## src/rtl/ysyx_23060203_lsu_pkg.sv

```systemverilog
// Shared encodings for the LSU: funct3 codes, FSM states and the request legality check.
// Define YSYX_23060203_LSU_MISALIGN_CHK_EN to fault misaligned halfword/word accesses.
package ysyx_23060203_lsu_pkg;

    localparam int unsigned XLEN   = 32;
    localparam int unsigned STRB_W = XLEN / 8;
    localparam int unsigned FUNC_W = 3;

    localparam logic [FUNC_W-1:0] FUNCT3_B  = 3'b000;
    localparam logic [FUNC_W-1:0] FUNCT3_H  = 3'b001;
    localparam logic [FUNC_W-1:0] FUNCT3_W  = 3'b010;
    localparam logic [FUNC_W-1:0] FUNCT3_BU = 3'b100;
    localparam logic [FUNC_W-1:0] FUNCT3_HU = 3'b101;

`ifdef YSYX_23060203_LSU_MISALIGN_CHK_EN
    localparam bit MISALIGN_CHK = 1'b1;
`else
    localparam bit MISALIGN_CHK = 1'b0;
`endif

    typedef enum logic [1:0] {
        S_IDLE = 2'd0,
        S_REQ  = 2'd1,
        S_WAIT = 2'd2,
        S_RESP = 2'd3
    } lsu_state_e;

    // 1 when the request must be answered with an error and no memory access
    function automatic logic func_fault(input logic i_wen, input logic [FUNC_W-1:0] i_func,
                                        input logic [1:0] i_addr_lo);
        logic r_bad;
        case (i_func)
            FUNCT3_B:  r_bad = 1'b0;
            FUNCT3_H:  r_bad = MISALIGN_CHK & i_addr_lo[0];
            FUNCT3_W:  r_bad = MISALIGN_CHK & (i_addr_lo != 2'b00);
            FUNCT3_BU: r_bad = i_wen;
            FUNCT3_HU: r_bad = i_wen | (MISALIGN_CHK & i_addr_lo[0]);
            default:   r_bad = 1'b1;
        endcase
        return r_bad;
    endfunction

endpackage

```

## src/rtl/ysyx_23060203_LSU_Fmt.sv

```systemverilog
// Store lane/strobe generation and load extraction/extension; purely combinational.
module ysyx_23060203_LSU_Fmt
    import ysyx_23060203_lsu_pkg::*;
(
    input  logic [FUNC_W-1:0] i_func,
    input  logic [1:0]        i_addr_lo,
    input  logic [XLEN-1:0]   i_wdata,
    input  logic [XLEN-1:0]   i_rdata,
    output logic [STRB_W-1:0] o_wstrb,
    output logic [XLEN-1:0]   o_wdata,
    output logic [XLEN-1:0]   o_rdata
);

    logic [7:0]  w_byte;
    logic [15:0] w_half;

    assign w_byte = i_rdata[{i_addr_lo, 3'b000} +: 8];
    assign w_half = i_addr_lo[1] ? i_rdata[31:16] : i_rdata[15:0];

    always_comb begin
        o_wstrb = 4'b1111;
        o_wdata = i_wdata;
        case (i_func[1:0])
            2'b00: begin
                o_wstrb = 4'b0001 << i_addr_lo;
                o_wdata = {4{i_wdata[7:0]}};
            end
            2'b01: begin
                o_wstrb = 4'b0011 << {i_addr_lo[1], 1'b0};
                o_wdata = {2{i_wdata[15:0]}};
            end
            default: ;
        endcase
    end

    always_comb begin
        o_rdata = i_rdata;
        case (i_func)
            FUNCT3_B:  o_rdata = {{24{w_byte[7]}}, w_byte};
            FUNCT3_BU: o_rdata = {24'd0, w_byte};
            FUNCT3_H:  o_rdata = {{16{w_half[15]}}, w_half};
            FUNCT3_HU: o_rdata = {16'd0, w_half};
            default:   ;
        endcase
    end

endmodule

```

## src/rtl/ysyx_23060203_lsu.sv

```systemverilog
// Load/store unit: one EXU request in flight, bridged to a valid/ready memory port.
// YSYX_23060203_LSU_MISALIGN_CHK_EN (see package) enables misaligned-access faults.
module ysyx_23060203_lsu
    import ysyx_23060203_lsu_pkg::*;
(
    input  logic              clk,
    input  logic              rst,
    input  logic              req_valid,
    output logic              req_ready,
    input  logic              req_wen,
    input  logic [FUNC_W-1:0] req_func,
    input  logic [XLEN-1:0]   req_addr,
    input  logic [XLEN-1:0]   req_wdata,
    output logic              resp_valid,
    input  logic              resp_ready,
    output logic [XLEN-1:0]   resp_rdata,
    output logic              resp_err,
    output logic              mem_req_valid,
    input  logic              mem_req_ready,
    output logic              mem_req_wen,
    output logic [XLEN-1:0]   mem_req_addr,
    output logic [XLEN-1:0]   mem_req_wdata,
    output logic [STRB_W-1:0] mem_req_wstrb,
    input  logic              mem_rsp_valid,
    output logic              mem_rsp_ready,
    input  logic [XLEN-1:0]   mem_rsp_rdata,
    input  logic              mem_rsp_err
);

    lsu_state_e        r_state;
    logic              r_wen;
    logic [FUNC_W-1:0] r_func;
    logic [XLEN-1:0]   r_addr;
    logic [XLEN-1:0]   r_wdata;
    logic              r_mem_req_valid;
    logic              r_mem_rsp_ready;
    logic              r_resp_valid;
    logic [XLEN-1:0]   r_resp_rdata;
    logic              r_resp_err;

    logic [STRB_W-1:0] w_wstrb;
    logic [XLEN-1:0]   w_st_data;
    logic [XLEN-1:0]   w_ld_data;

    ysyx_23060203_LSU_Fmt u_fmt (
        .i_func    (r_func),
        .i_addr_lo (r_addr[1:0]),
        .i_wdata   (r_wdata),
        .i_rdata   (mem_rsp_rdata),
        .o_wstrb   (w_wstrb),
        .o_wdata   (w_st_data),
        .o_rdata   (w_ld_data)
    );

    // Memory request fields decode only latched registers, so they hold steady through REQ
    assign mem_req_valid = r_mem_req_valid;
    assign mem_req_wen   = r_wen;
    assign mem_req_addr  = {r_addr[XLEN-1:2], 2'b00};
    assign mem_req_wdata = w_st_data;
    assign mem_req_wstrb = r_wen ? w_wstrb : 4'b0000;
    assign mem_rsp_ready = r_mem_rsp_ready;
    assign resp_valid    = r_resp_valid;
    assign resp_rdata    = r_resp_rdata;
    assign resp_err      = r_resp_err;

    // Gated by rst so the port reads 0 during reset yet is 1 on the first cycle after it
    assign req_ready = (r_state == S_IDLE) & ~rst;

    always_ff @(posedge clk or posedge rst) begin
        if (rst) begin
            r_state         <= S_IDLE;
            r_wen           <= 1'b0;
            r_func          <= '0;
            r_addr          <= '0;
            r_wdata         <= '0;
            r_mem_req_valid <= 1'b0;
            r_mem_rsp_ready <= 1'b0;
            r_resp_valid    <= 1'b0;
            r_resp_rdata    <= '0;
            r_resp_err      <= 1'b0;
        end else begin
            case (r_state)
                S_IDLE: begin
                    if (req_valid) begin
                        r_wen   <= req_wen;
                        r_func  <= req_func;
                        r_addr  <= req_addr;
                        r_wdata <= req_wdata;
                        if (func_fault(req_wen, req_func, req_addr[1:0])) begin
                            r_state      <= S_RESP;
                            r_resp_valid <= 1'b1;
                            r_resp_err   <= 1'b1;
                            r_resp_rdata <= '0;
                        end else begin
                            r_state         <= S_REQ;
                            r_mem_req_valid <= 1'b1;
                        end
                    end
                end
                S_REQ: begin
                    if (mem_req_ready) begin
                        r_state         <= S_WAIT;
                        r_mem_req_valid <= 1'b0;
                        r_mem_rsp_ready <= 1'b1;
                    end
                end
                S_WAIT: begin
                    if (mem_rsp_valid) begin
                        r_state         <= S_RESP;
                        r_mem_rsp_ready <= 1'b0;
                        r_resp_valid    <= 1'b1;
                        r_resp_rdata    <= r_wen ? '0 : w_ld_data;
                        r_resp_err      <= mem_rsp_err;
                    end
                end
                S_RESP: begin
                    if (resp_ready) begin
                        r_state      <= S_IDLE;
                        r_resp_valid <= 1'b0;
                    end
                end
                default: r_state <= S_IDLE;
            endcase
        end
    end

endmodule

```

## config.mk

```make
export PLATFORM = sky130hd
export DESIGN_NAME = ysyx_23060203_lsu
export DESIGN_NICKNAME = d
export VERILOG_FILES = /design/src/rtl/ysyx_23060203_lsu_pkg.sv /design/src/rtl/ysyx_23060203_LSU_Fmt.sv /design/src/rtl/ysyx_23060203_lsu.sv
export SDC_FILE = /design/constraint.sdc
export NUM_CORES = 1
export LEC_CHECK = 0
export BUFFER_PORTS_ARGS = -buffer_cell sky130_fd_sc_hd__buf_2
export CORE_ASPECT_RATIO = 1.1
export CORE_MARGIN = 2
export CORE_UTILIZATION = 25
export CTS_CLUSTER_DIAMETER = 50
export DETAILED_ROUTE_END_ITERATION = 10
export GPL_TIMING_DRIVEN = 0
export PLACE_DENSITY = 0.58
export REMOVE_ABC_BUFFERS = 1
export SETUP_SLACK_MARGIN = 0.3
export SLEW_MARGIN = 30
export SYNTH_ARGS = -nofsm -noshare
export SYNTH_HDL_FRONTEND = slang
export SYNTH_HIERARCHICAL = 1
export SYNTH_SLANG_ARGS = --single-unit
```

## constraint.sdc

```tcl
create_clock -name clk -period 2.9 [get_ports clk]
set_clock_uncertainty 0.15 [all_clocks]
set_input_delay 0.29 -clock clk [delete_from_list [all_inputs] [get_ports clk]]
set_output_delay 0.29 -clock clk [all_outputs]
set_load 0.05 [all_outputs]
```

* Yosys cells after proc, flatten, opt, wreduce, memory -nomap -nowiden *
Index checks and enable logic that the tools add are counted.

word-level totals
  logic and storage cells = 81
  bits of input ports = 107
  register bits after elaboration = 106
  output and inout port bits = 106

operators by class
  shift operators = 3
  mux-type cells = 33
  reductions and logical operators = 16
  bitwise logic cells = 2
  eq/ne operators = 17

operators by type and width
  operator                                              number
  2-to-1 mux 32 bit                                     4
  case mux 32 bit (2 select lines)                      2
  case mux 32 bit (4 select lines)                      1
  variable part select 32 x 6 -> 8 bit                  1
  2-to-1 mux 16 bit                                     1
  equality test 3 bit (second input constant)           4
  2-to-1 mux 1 bit                                      12
  AND reduction 4 bit                                   3
  2-to-1 mux 2 bit                                      5
  != test 2 bit (second input constant)                 5
  case mux 1 bit (2 select lines)                       4
  case mux 2 bit (4 select lines)                       1
  case mux 4 bit (2 select lines)                       1
  equality test 3 x 1 -> 1 bit (second input constant)  2
  zero test 3 bit                                       2
  nonzero test 2 bit                                    3
  AND reduction 5 bit                                   1
  equality test 2 x 1 -> 1 bit (second input constant)  2
  equality test 2 bit (second input constant)           2
  zero test 2 bit                                       2
  2-to-1 mux 4 bit                                      1
  left shift 1 x 2 -> 4 bit (first input constant)      1
  left shift 2 x 2 -> 4 bit (first input constant)      1
  equality test 3 x 2 -> 1 bit (second input constant)  1
  other kinds (9)                                       9

* Depth between registers and ports, before layout *
Gate-level depths: netlist of the first run.

  depth after elaboration = 8
  gate-level depth with buffers = 8
  depth with buffers taken out = 6

* By module *
Netlist of the first run, hierarchy kept.

by module, submodules not included
  module                 instances  area each (um^2)  cells an instance  seq. area each (um^2)
  ysyx_23060203_lsu      1          4634.4            364                2652.5
  ysyx_23060203_LSU_Fmt  1          1302.5            172                0.0

* Least setup slack after synthesis of the first run *
Ideal clock, no wire load.

  path type = register to output
  start point = register r_func[1]
  end point = output mem_req_wdata[24]
  stages on the path, launching flop included = 5
  arrival = 2008 ps
  required time = 2460 ps
  slack = 452 ps
  path buffers = 3
  cell sequence = dfrtp_1 buf_4 clkbuf_1 buf_2 o21ai_0

between the ends
  word-level cells in the longest chain between the ends = 2
  elaborated cells on any way between the ends = 3

RTL lines
  what                                                                    RTL line                     source
  from (decl)                                                             ysyx_23060203_lsu.sv:32      logic [FUNC_W-1:0] r_func;
  from (signal assigned)                                                  ysyx_23060203_lsu.sv:86      r_func <= req_func;
  equality test 2 x 1 -> 1 bit / zero test 2 bit (equally long branches)  ysyx_23060203_LSU_Fmt.sv:23  case (i_func[1:0])
  case mux 32 bit (2 select lines) *                                      ysyx_23060203_LSU_Fmt.sv:23
  to (decl)                                                               ysyx_23060203_lsu.sv:22      output logic [XLEN-1:0] mem_req_wdata,

Every way passes the cells marked *; elsewhere a longest branch is shown, timed or not.

* Worst setup path after layout of the first run *
  start point = register r_func[1]
  end point = output mem_req_wdata[15]

Same word-level chain as after synthesis.

==> results of run 1 <==
## repair_timing
action,in CTS,in global routing
endpoints found under the hold margin,77,2
hold buffers,43,2
resized for setup,3,1
pin swaps,1,0
endpoints found under the setup margin,20,2
setup buffers,4,3
## synth_stat cells, drive strengths merged (6+ instances only)
master / number
o22a: 6
mux2: 87
a221o: 7
a22o: 8
mux2i: 46
o21ai: 27
clkbuf: 9
a21oi: 10
nand2: 54
a2bb2oi: 8
nor2: 10
inv: 44
dfrtp: 106
buf: 62
nor2b: 19
## worst register-to-register path: stages, from the launching register on
cell	delay, ns
dfrtp_2	0.59
inv_1	0.34
nor2_1	0.68
a22o_1	0.23
a221o_2	0.13
nand2_1	0.04
mux2i_1	0.12
## through the flow
step	worst slack [ns]	hold slack, ns	std cells	util	TNS, ns
floorplan	-0.329	0.272	466	-	-36.18
global placement	-1.96	0.320	981	0.293	-324.80
detailed placement	0.267	0.150	987	0.301	0
CTS	0.251	0.00221	1050	0.334	0
global route	0.267	0.00309	1055	0.336	0
finish	0.407	0.0220	1055	0.336	0
## worst max path at each step
stage                   start  depth (start not counted)           endpoint  slack, ns
global route        r_addr[1]                          5   mem_req_wstrb[0]       0.27
global placement          rst                          2     resp_rdata[31]      -1.96
detailed placement  r_addr[1]                          6     resp_rdata[11]       0.27
finish              r_func[1]                          5  mem_req_wdata[15]       0.41
floorplan                 rst                          1      mem_req_valid      -0.33
CTS                 r_func[0]                          5   mem_req_wstrb[0]       0.25
## state kept, by name (all words and copies together), names as in the netlist
| register | flops |
|---|---|
| resp_valid | 1 |
| mem_req_wen | 1 |
| mem_rsp_ready | 1 |
| r_state | 2 |
| resp_rdata | 32 |
| resp_err | 1 |
| r_wdata | 32 |
| mem_req_valid | 1 |
| r_func | 3 |
| r_addr | 32 |
## routing by layer
metal,vias up,global-route usage
li1,2205,-
met1,2204,0.166
met2,180,0.227
met3,5,0.0408
met4,0,0.0293
met5,-,0
## cell type report
type / instances / area [um2]
Clock buffer: 10 / 229
Clock inverter: 6 / 61.3
Fill cell: 2422 / 15600
Inverter: 44 / 173
Multi-Input combinational cell: 316 / 2670
Sequential cell: 106 / 2660
Tap cell: 305 / 382
Timing Repair Buffer: 268 / 1730
## logic make-up (layout without fill, tap and decap cells)
| logic type | count (synthesis) | after routing |
|---|---|---|
| buffers and inverters | 115 | 328 |
| AND/OR/NAND/NOR | 100 | 100 |
| other | 1 | 2 |
| adder cells (fa/ha/maj) | 5 | 5 |
| flip-flops | 106 | 106 |
| multiplexers | 133 | 133 |
| AO/OA/AOI/OAI | 76 | 76 |
==> results by group, run 1 <==
Setup path
  • Delay-heaviest family, CP: flip-flops
  • Crit-path most repeated cell: buf_12
  • Worst setup EP type: output pin
  • Sum of buffers and inverters on the critical path: 3
  • Worst-path cell chain: buf_12 > nor2_4 > buf_12 > mux2_2 > buf_2
  • CP max FO: between 40 and 50
  • Largest stage delay, worst path: roughly 0.6 ns
  • Crit start category: register
  • Reg2reg start: r_addr[1]
  • Critical Path RT: 2.46 ns
  • R2R Path End: resp_rdata[11]
  • Worst EP arrival: a little over 2 ns
  • Critical path type: reg -> out
  • Cells on worst reg2reg path: 6
  • CP max stage cell: dfrtp_4
  • Setup slack, reg-to-reg: approximately 0.53 ns

Clock network
  • Clk root buf: clkbuf_16
  • Clock Sinks: 106
  • TritonCTS Buffers: 9
  • Worst-Skew Late Latency: around 0.35 ns
  • Clock-pin slew on the worst setup and hold paths: ~0.08 ns
  • Clk buf depth: 2
  • CTS H-tree depth: 3
  • CTS tree: built

Timing
  • Fin crit period: ~2.5 ns
  • Achievable frequency: between 400 and 500 MHz
  • Worst-Margin Slew: 0.764 ns
  • Final Hold Fails: 0
  • Tcrit/Tclk final: 0.860
  • Slew headroom: 0.489
  • RSZ-0062 raised after global routing: true
  • # setup viols final: 0
  • Max Slew Vio Count: 0

Yosys
  • Ys async rst share: 1.00
  • Mapped Area: roughly 5900 um2
  • Post-synthesis compound-gate area fraction: 0.105
  • Synth Area in Simple Gates: 0.0818
  • Xor and xnor area share after synthesis: 0
  • Synth area leaders: dfrtp_1, mux2_2, mux2_1, mux2i_1, buf_4
  • Gate Count Post-Synth: 536
  • Syn avg cell area: approximately 11 um2
  • Largest family of logic cells by synthesized area: multiplexers
  • Adder-cell share of the synthesized area: 0.0105
  • Yosys top cell area share: 0.447
  • Leading area contributor after synthesis: dfrtp_1
  • Ys flop type: dfrtp_1
  • EDFF count, synth: 0
  • Post-synthesis mux area share: 0.244
  • Post-synth cell types: between 40 and 50
  • Synthesis-stage register bit count: between 100 and 150
  • YS warnings: 6
  • Sequential share of the synthesized area: 0.447

Final layout
  • Synthesis-to-layout area growth: 33.0%
  • Most common cell after layout, fill and taps aside: buf_2
  • Ant diodes: 0
  • # nets final: ~860
  • Share of cells above drive strength 1: 0.423
  • Final instance area: around 8000 um2
  • Most frequent cells in the layout: buf_2, dfrtp_1, nand2_1, mux2i_1, dlygate4sd3_1

Detailed routing
  • WL/cell: around 16 um
  • Pre-antenna DRT Iters: 4
  • Met2 routed WL: 7960 um
  • Post-route ant nets: 0
  • Metal3 WL: between 1000 and 1500 um
  • Top layer reached by signal wires: met4
  • Final WL: 16500 um
  • Initial DRC Count: about 140
  • DRT met1 WL: 7050 um
  • Vias per Instance: about 4.4
  • # DRC: 0
  • DR vias: 4594

Place
  • IO buf count: 210
  • Dpl cell area: about 7100 um2
  • GPL Wtd Cong: 0.754
  • Final HPWL DP: roughly 12000 um

Global routing
  • First-pass GRT wire length: 26000 um
  • Pin count of the biggest net entering global routing: just over 70
  • Vias in the first global route: 4896
  • Total gr overflow: 0
  • GRT Total Usage: 0.134
  • Initial antenna violation count: 0

Min path
  • Endpoint, Worst Hold: r_wdata[17]
  • Worst min-delay path startpoint: req_wdata[17]
  • Hold path depth: 2
  • Hold WC Path Type: in -> reg

Flow run
  • Max_cap viols: 0

Floorplanning
  • FP Rows: approximately 60
  • Die ar.: approximately 25000 um2
  • Ports: around 210
  • CORE AREA: approximately 23000 um2
  • Die Y: about 170 um
  • Die X: approximately 150 um
  • Initial Utilization: 0.253

Status
  • Status: completed
Power of run 1 is not shown: default switching activity piles up to over one toggle a cycle in this logic, so the estimate is an artifact.
==> run 2: changes to the inputs <==
--- a/config.mk
+++ b/config.mk
@@ -11,7 +11,6 @@
 export CORE_UTILIZATION = 25
 export CTS_CLUSTER_DIAMETER = 50
 export DETAILED_ROUTE_END_ITERATION = 10
-export GPL_TIMING_DRIVEN = 0
 export PLACE_DENSITY = 0.58
 export REMOVE_ABC_BUFFERS = 1
 export SETUP_SLACK_MARGIN = 0.3
==> run 2 against run 1 <==
Die area stayed put. Critical path depth unchanged. Via count shrank 0.89%. Utilization shrank 0.50 points. Setup slack better by 0.065 ns. Non-clock buffer count stayed put. Design area down 1.5%. Flip-flop and latch count unchanged. Global-route usage is 0.092 points higher. Maximum frequency grew 2.7%. Cell count unchanged. Largest cell class is now flip-flops and latches.
==> results by group, run 2 (same netlist as run 1, synthesis figures left out) <==
Setup path
  • R2R Path End: resp_err
  • Worst-path cell chain: inv_1 > a21oi_2 > inv_1 > and2_1 > buf_2
  • Crit-path most repeated cell: inv_1
  • Cells on worst reg2reg path: 7 (+1)
  • Setup slack, reg-to-reg: 0.77 ns (+0.24 ns)
  • Largest stage delay, worst path: 0.49 ns (-0.11 ns)
  • Worst setup EP type: output pin
  • CP max FO: 12 (-74%)
  • CP max stage cell: dfrtp_1
  • Reg2reg start: r_state[1]
  • Critical path type: reg -> out
  • Crit start category: register
  • Worst EP arrival: 1.99 ns (-0.06 ns)
  • Critical Path RT: 2.46 ns (about the same)

Floorplanning
  • CORE AREA: 23500 um2 (unchanged)
  • Initial Utilization: 0.253 (unchanged)
  • FP Rows: 59 (unchanged)
  • Die ar.: 25000 um2 (unchanged)
  • Die X: 151 um (unchanged)
  • Ports: 213 (unchanged)
  • Die Y: 166 um (unchanged)

Clock network
  • CTS H-tree depth: 3 (unchanged)
  • Worst-Skew Late Latency: 0.35 ns (about the same)
  • CTS tree: built
  • Clock-pin slew on the worst setup and hold paths: 0.08 ns (about the same)
  • Post-CTS setup buffers: 0 (-4)
  • TritonCTS Buffers: 9 (unchanged)
  • Clock Sinks: 106 (unchanged)
  • Clk buf depth: 2 (unchanged)
  • Clk root buf: clkbuf_16

Timing
  • # setup viols final: 0 (unchanged)
  • Fin crit period: 2.43 ns (-0.0647 ns)
  • Achievable frequency: 412 MHz (+2.7%)
  • Max Slew Vio Count: 0 (unchanged)
  • Worst-Margin Slew: 0.666 ns (-0.0977 ns)
  • RSZ-0062 raised after global routing: false
  • Slew headroom: 0.556 (+0.0670)
  • Fin worst setup slack: 0.471 ns (+0.0647 ns)
  • Total Neg Setup Slack: 0 ns (unchanged)
  • Tcrit/Tclk final: 0.837 (-0.0223)
  • Final Hold Fails: 0 (unchanged)

Detailed routing
  • WL/cell: 15.6 um (-0.25%)
  • # DRC: 0 (unchanged)
  • DR vias: 4553 (-0.89%)
  • Pre-antenna DRT Iters: 4 (unchanged)
  • Initial DRC Count: 163 (+16%)
  • Final WL: 16400 um (-0.25%)
  • Post-route ant nets: 0 (unchanged)
  • Vias per Instance: 4.32 (-0.89%)

Final layout
  • # nets final: 857 (unchanged)
  • Final instance area: 7780 um2 (-1.5%)
  • Synthesis-to-layout area growth: 31.1%
  • Ant diodes: 0 (unchanged)
  • Post-Layout Cell Count: 1055 (unchanged)
  • Most common cell after layout, fill and taps aside: buf_2
  • Share of cells above drive strength 1: 0.416 (-0.00667)
  • Most frequent cells in the layout: buf_2, dfrtp_1, nand2_1, mux2i_1, dlygate4sd3_1

Place
  • # placed instances: 993 (+0.61%)
  • IO buf count: 210 (unchanged)
  • Final HPWL DP: 11900 um (+2.2%)
  • DP Worst Slack: 0.757 ns (+0.490 ns)
  • Dpl cell area: 7040 um2 (-0.37%)
  • GPL Wtd Cong: 0.773 (+2.5%)

Min path
  • Hold WC Path Type: in -> reg
  • Hold path depth: 2 (unchanged)
  • Worst min-delay path startpoint: req_wdata[14]
  • Endpoint, Worst Hold: r_wdata[14]

Global routing
  • Vias in the first global route: 4875 (-0.43%)
  • Total gr overflow: 0 (unchanged)
  • First-pass GRT wire length: 26400 um (+1.6%)
  • GRT Total Usage: 0.135 (+0.000923)
  • Initial antenna violation count: 0 (unchanged)
  • Pin count of the biggest net entering global routing: 61 (-15%)

Status
  • Status: completed

Flow run
  • Max_cap viols: 0 (unchanged)
[run 2: cell types whose count changed in the layout (fill, tap and decap cells not counted), moves of 2 or more]
cell,before,now
buf_16,4,0
dfrtp_4,2,0
dfrtp_1,103,105
buf_4,4,8
[run 2: layout make-up]
cell class	count	area (um2)
inverters	44	168
well taps	305	382
multi-input cells	316	2640
clock inverters	6	56.3
repair buffers	268	1650
fillers	2432	15700
clock buffers	10	229
flip-flops and latches	106	2650
[run 2: metrics by stage]
stage / hold slack (ns) / util
finish: 0.0153 / 0.332
global route: 0.00787 / 0.332
CTS: 0.000249 / 0.331
detailed placement: 0.295 / 0.300
global placement: 0.308 / 0.300
floorplan: 0.272 / -
[run 2: repair_timing]
| item | 4_1_cts | 5_1_grt |
|---|---|---|
| resized for setup | 0 | 0 |
| hold buffers | 44 | 2 |
| setup endpoints to repair | 0 | 0 |
| hold endpoints to repair | 89 | 2 |
[run 2: worst max path at each step]
stage,from,end,slack (ns),cells after the start
6_report,r_addr[1],mem_req_wstrb[0],0.47,5
5_1_grt,r_addr[0],mem_req_wstrb[0],0.32,5
4_1_cts,r_func[0],mem_req_wdata[9],0.47,5
3_5_place_dp,r_state[1],resp_err,0.76,7
3_3_place_gp,r_state[0],resp_err,0.78,7
2_1_floorplan,rst,mem_req_valid,-0.33,1
[run 2: layer usage]
layer	wire length, um	GRT usage	share of wire	vias up
li1	-	-	-	2198
met4	237	0.0423	0.014	0
met5	0	0	0	-
met1	7090	0.167	0.43	2164
met3	1190	0.0333	0.072	12
met2	7930	0.229	0.48	179
[run 2: worst max-delay path: cells and delay by family, from the launching register on]
family                 cells  cell delay, ns
AOI/OAI and AO/OA          1            0.46
DFF                        1            0.49
buffers and inverters      3            0.53
and+or+nand+nor            1            0.16
Power of run 2 is left out for the same reason.
==> run 3: changes to the inputs <==
--- a/config.mk
+++ b/config.mk
@@ -11,7 +11,7 @@
 export CORE_UTILIZATION = 25
 export CTS_CLUSTER_DIAMETER = 50
 export DETAILED_ROUTE_END_ITERATION = 10
-export PLACE_DENSITY = 0.58
+export PLACE_DENSITY = 0.56
 export REMOVE_ABC_BUFFERS = 1
 export SETUP_SLACK_MARGIN = 0.3
 export SLEW_MARGIN = 30
==> constraint.sdc (replaced) <==
create_clock -name clk -period 2.28 [get_ports clk]
set_clock_uncertainty 0.15 [all_clocks]
set_input_delay 0.228 -clock clk [delete_from_list [all_inputs] [get_ports clk]]
set_output_delay 0.228 -clock clk [all_outputs]
set_load 0.05 [all_outputs]
==> run 3 against run 2 <==
Die area did not move. Design area grew 9.2%. Utilization grew 3.1 points. Cell count is 4.4% higher. Worst hold slack improved by 0.018 ns. Setup slack lost 0.24 ns. Wire length rose by 7.3%. Via count grew 6.0%. Largest cell class is now multi-input combinational cells.
==> results by group, run 3 (same netlist as run 1, synthesis figures left out) <==
Global routing
  • Vias in the first global route: 4975 (+2.1%)
  • First-pass GRT wire length: 27000 um (+2.3%)
  • Initial antenna violation count: 0 (unchanged)
  • GRT Total Usage: 0.139 (+0.00414)
  • Total gr overflow: 0 (unchanged)
  • Pin count of the biggest net entering global routing: 46 (-25%)

Setup path
  • Worst setup path endpoint: mem_req_wdata[8]
  • Critical Path Source: r_func[0]
  • Worst setup EP type: output pin
  • CP max FO: 7 (-5)
  • Stages on the worst setup path: 5 (unchanged)
  • Worst EP arrival: 1.67 ns (-0.32 ns)
  • Largest stage delay, worst path: 0.42 ns (-0.07 ns)
  • Crit start category: register
  • Worst-path cell chain: buf_12 > nor2_4 > buf_6 > mux2_2 > buf_6
  • Crit-path most repeated cell: buf_6
  • Sum of buffers and inverters on the critical path: 3 (unchanged)
  • Cells on worst reg2reg path: 8 (+1)
  • Reg2reg start: r_func[1]
  • CP max stage cell: dfrtp_1
  • Critical Path RT: 1.90 ns (-0.56 ns)
  • Critical path type: reg -> out
  • Delay-heaviest family, CP: buffers and inverters
  • Setup slack, reg-to-reg: 0.37 ns (-0.40 ns)
  • R2R Path End: resp_rdata[8]

Timing
  • Max Slew Vio Count: 0 (unchanged)
  • Tcrit/Tclk final: 0.900
  • Worst-Margin Slew: 0.557 ns (-0.110 ns)
  • Slew headroom: 0.629 (+0.0731)
  • # setup viols final: 0 (unchanged)
  • Achievable frequency: about 500 MHz
  • Hold slack: 0.0336 ns (+0.0183 ns)
  • Final Hold Fails: 0 (unchanged)
  • Fin crit period: 2.05 ns
  • RSZ-0062 raised after global routing: true

Detailed routing
  • Pre-antenna DRT Iters: 4 (unchanged)
  • # DRC: 0 (unchanged)
  • Vias per Instance: 4.38 (+1.5%)
  • Post-route ant nets: 0 (unchanged)
  • Final WL: 17600 um (+7.3%)
  • DR vias: 4824 (+6.0%)
  • Initial DRC Count: 152 (-6.7%)
  • WL/cell: 16.0 um (+2.8%)

Place
  • # placed instances: 1002 (+0.91%)
  • IO buf count: 210 (unchanged)
  • GPL Wtd Cong: 0.782 (+1.2%)
  • Dpl cell area: 7140 um2 (+1.5%)
  • Final HPWL DP: 11900 um (-0.19%)

Floorplanning
  • Die Y: 166 um (unchanged)
  • Die ar.: 25000 um2 (unchanged)
  • Ports: 213 (unchanged)
  • Initial Utilization: 0.253 (unchanged)
  • CORE AREA: 23500 um2 (unchanged)
  • Die X: 151 um (unchanged)
  • FP Rows: 59 (unchanged)

Clock network
  • CTS H-tree depth: 3 (unchanged)
  • CTS tree: built
  • Clock-pin slew on the worst setup and hold paths: 0.08 ns (about the same)
  • Clock Sinks: 106 (unchanged)
  • Worst-Skew Late Latency: 0.35 ns (about the same)
  • Clk root buf: clkbuf_16
  • Clk buf depth: 2 (unchanged)
  • TritonCTS Buffers: 9 (unchanged)

Flow run
  • Max_cap viols: 0 (unchanged)

Final layout
  • Post-Layout Cell Count: 1101 (+4.4%)
  • # fillers: 2373 (-2.4%)
  • Most frequent cells in the layout: buf_2, dfrtp_1, dlygate4sd3_1, nand2_1, mux2i_1
  • Most common cell after layout, fill and taps aside: buf_2
  • Final instance area: 8500 um2 (+9.2%)
  • Synthesis-to-layout area growth: 43.2%
  • Ant diodes: 0 (unchanged)
  • # nets final: 903 (+5.4%)
  • Share of cells above drive strength 1: 0.443 (+0.0275)

Status
  • Status: completed

Min path
  • Hold WC Path Type: in -> reg
-- run 3: routing by layer --
layer  global-route usage  vias up  part of all wire
li1                     -     2293                 -
met1                0.173     2321              0.43
met2                0.231      192              0.48
met3               0.0355       18             0.071
met4               0.0496        0             0.022
met5                    0        -                 0
-- run 3: stage by stage --
step,util,setup TNS (ns),setup WS [ns]
5_1_grt,0.362,0,0.147
3_3_place_gp,0.304,0,0.309
6_report,0.362,0,0.228
2_1_floorplan,-,-154.07,-0.887
3_5_place_dp,0.304,0,0.260
4_1_cts,0.355,0,0.193
-- run 3: area by class of cell --
cell class              instances  area, um2  share of cell area
multi-input cells             316       2720               0.320
flip-flops and latches        106       2660               0.313
repair buffers                314       2290               0.269
well taps                     305        382              0.0449
clock buffers                  10        229              0.0269
inverters                      44        168              0.0197
clock inverters                 6       61.3             0.00721
-- run 3: worst min path at each step --
stage / start / end / slack [ns] / depth (start not counted)
2_1_floorplan: req_addr[0] / r_addr[0] / 0.21 / 1
6_report: mem_rsp_valid / mem_rsp_ready / 0.03 / 3
3_5_place_dp: rst / mem_req_valid / 0.20 / 2
4_1_cts: mem_rsp_valid / mem_rsp_ready / 0.008 / 3
3_3_place_gp: rst / resp_err / 0.20 / 2
5_1_grt: mem_rsp_valid / mem_rsp_ready / 0.02 / 3
-- run 3: tightest hold or removal path, stage by stage --
cell and delay, ns:
buf_2 0.10, nand2_1 0.05, a22o_1 0.12
-- run 3: timing repair --
item,4_1_cts,5_1_grt
hold endpoints to repair,102,0
resized for setup,40,38
cloned,1,2
setup endpoints to repair,55,60
setup buffers,8,4
pin swaps,1,0
hold buffers,68,0
Power of run 3 is left out for the same reason.
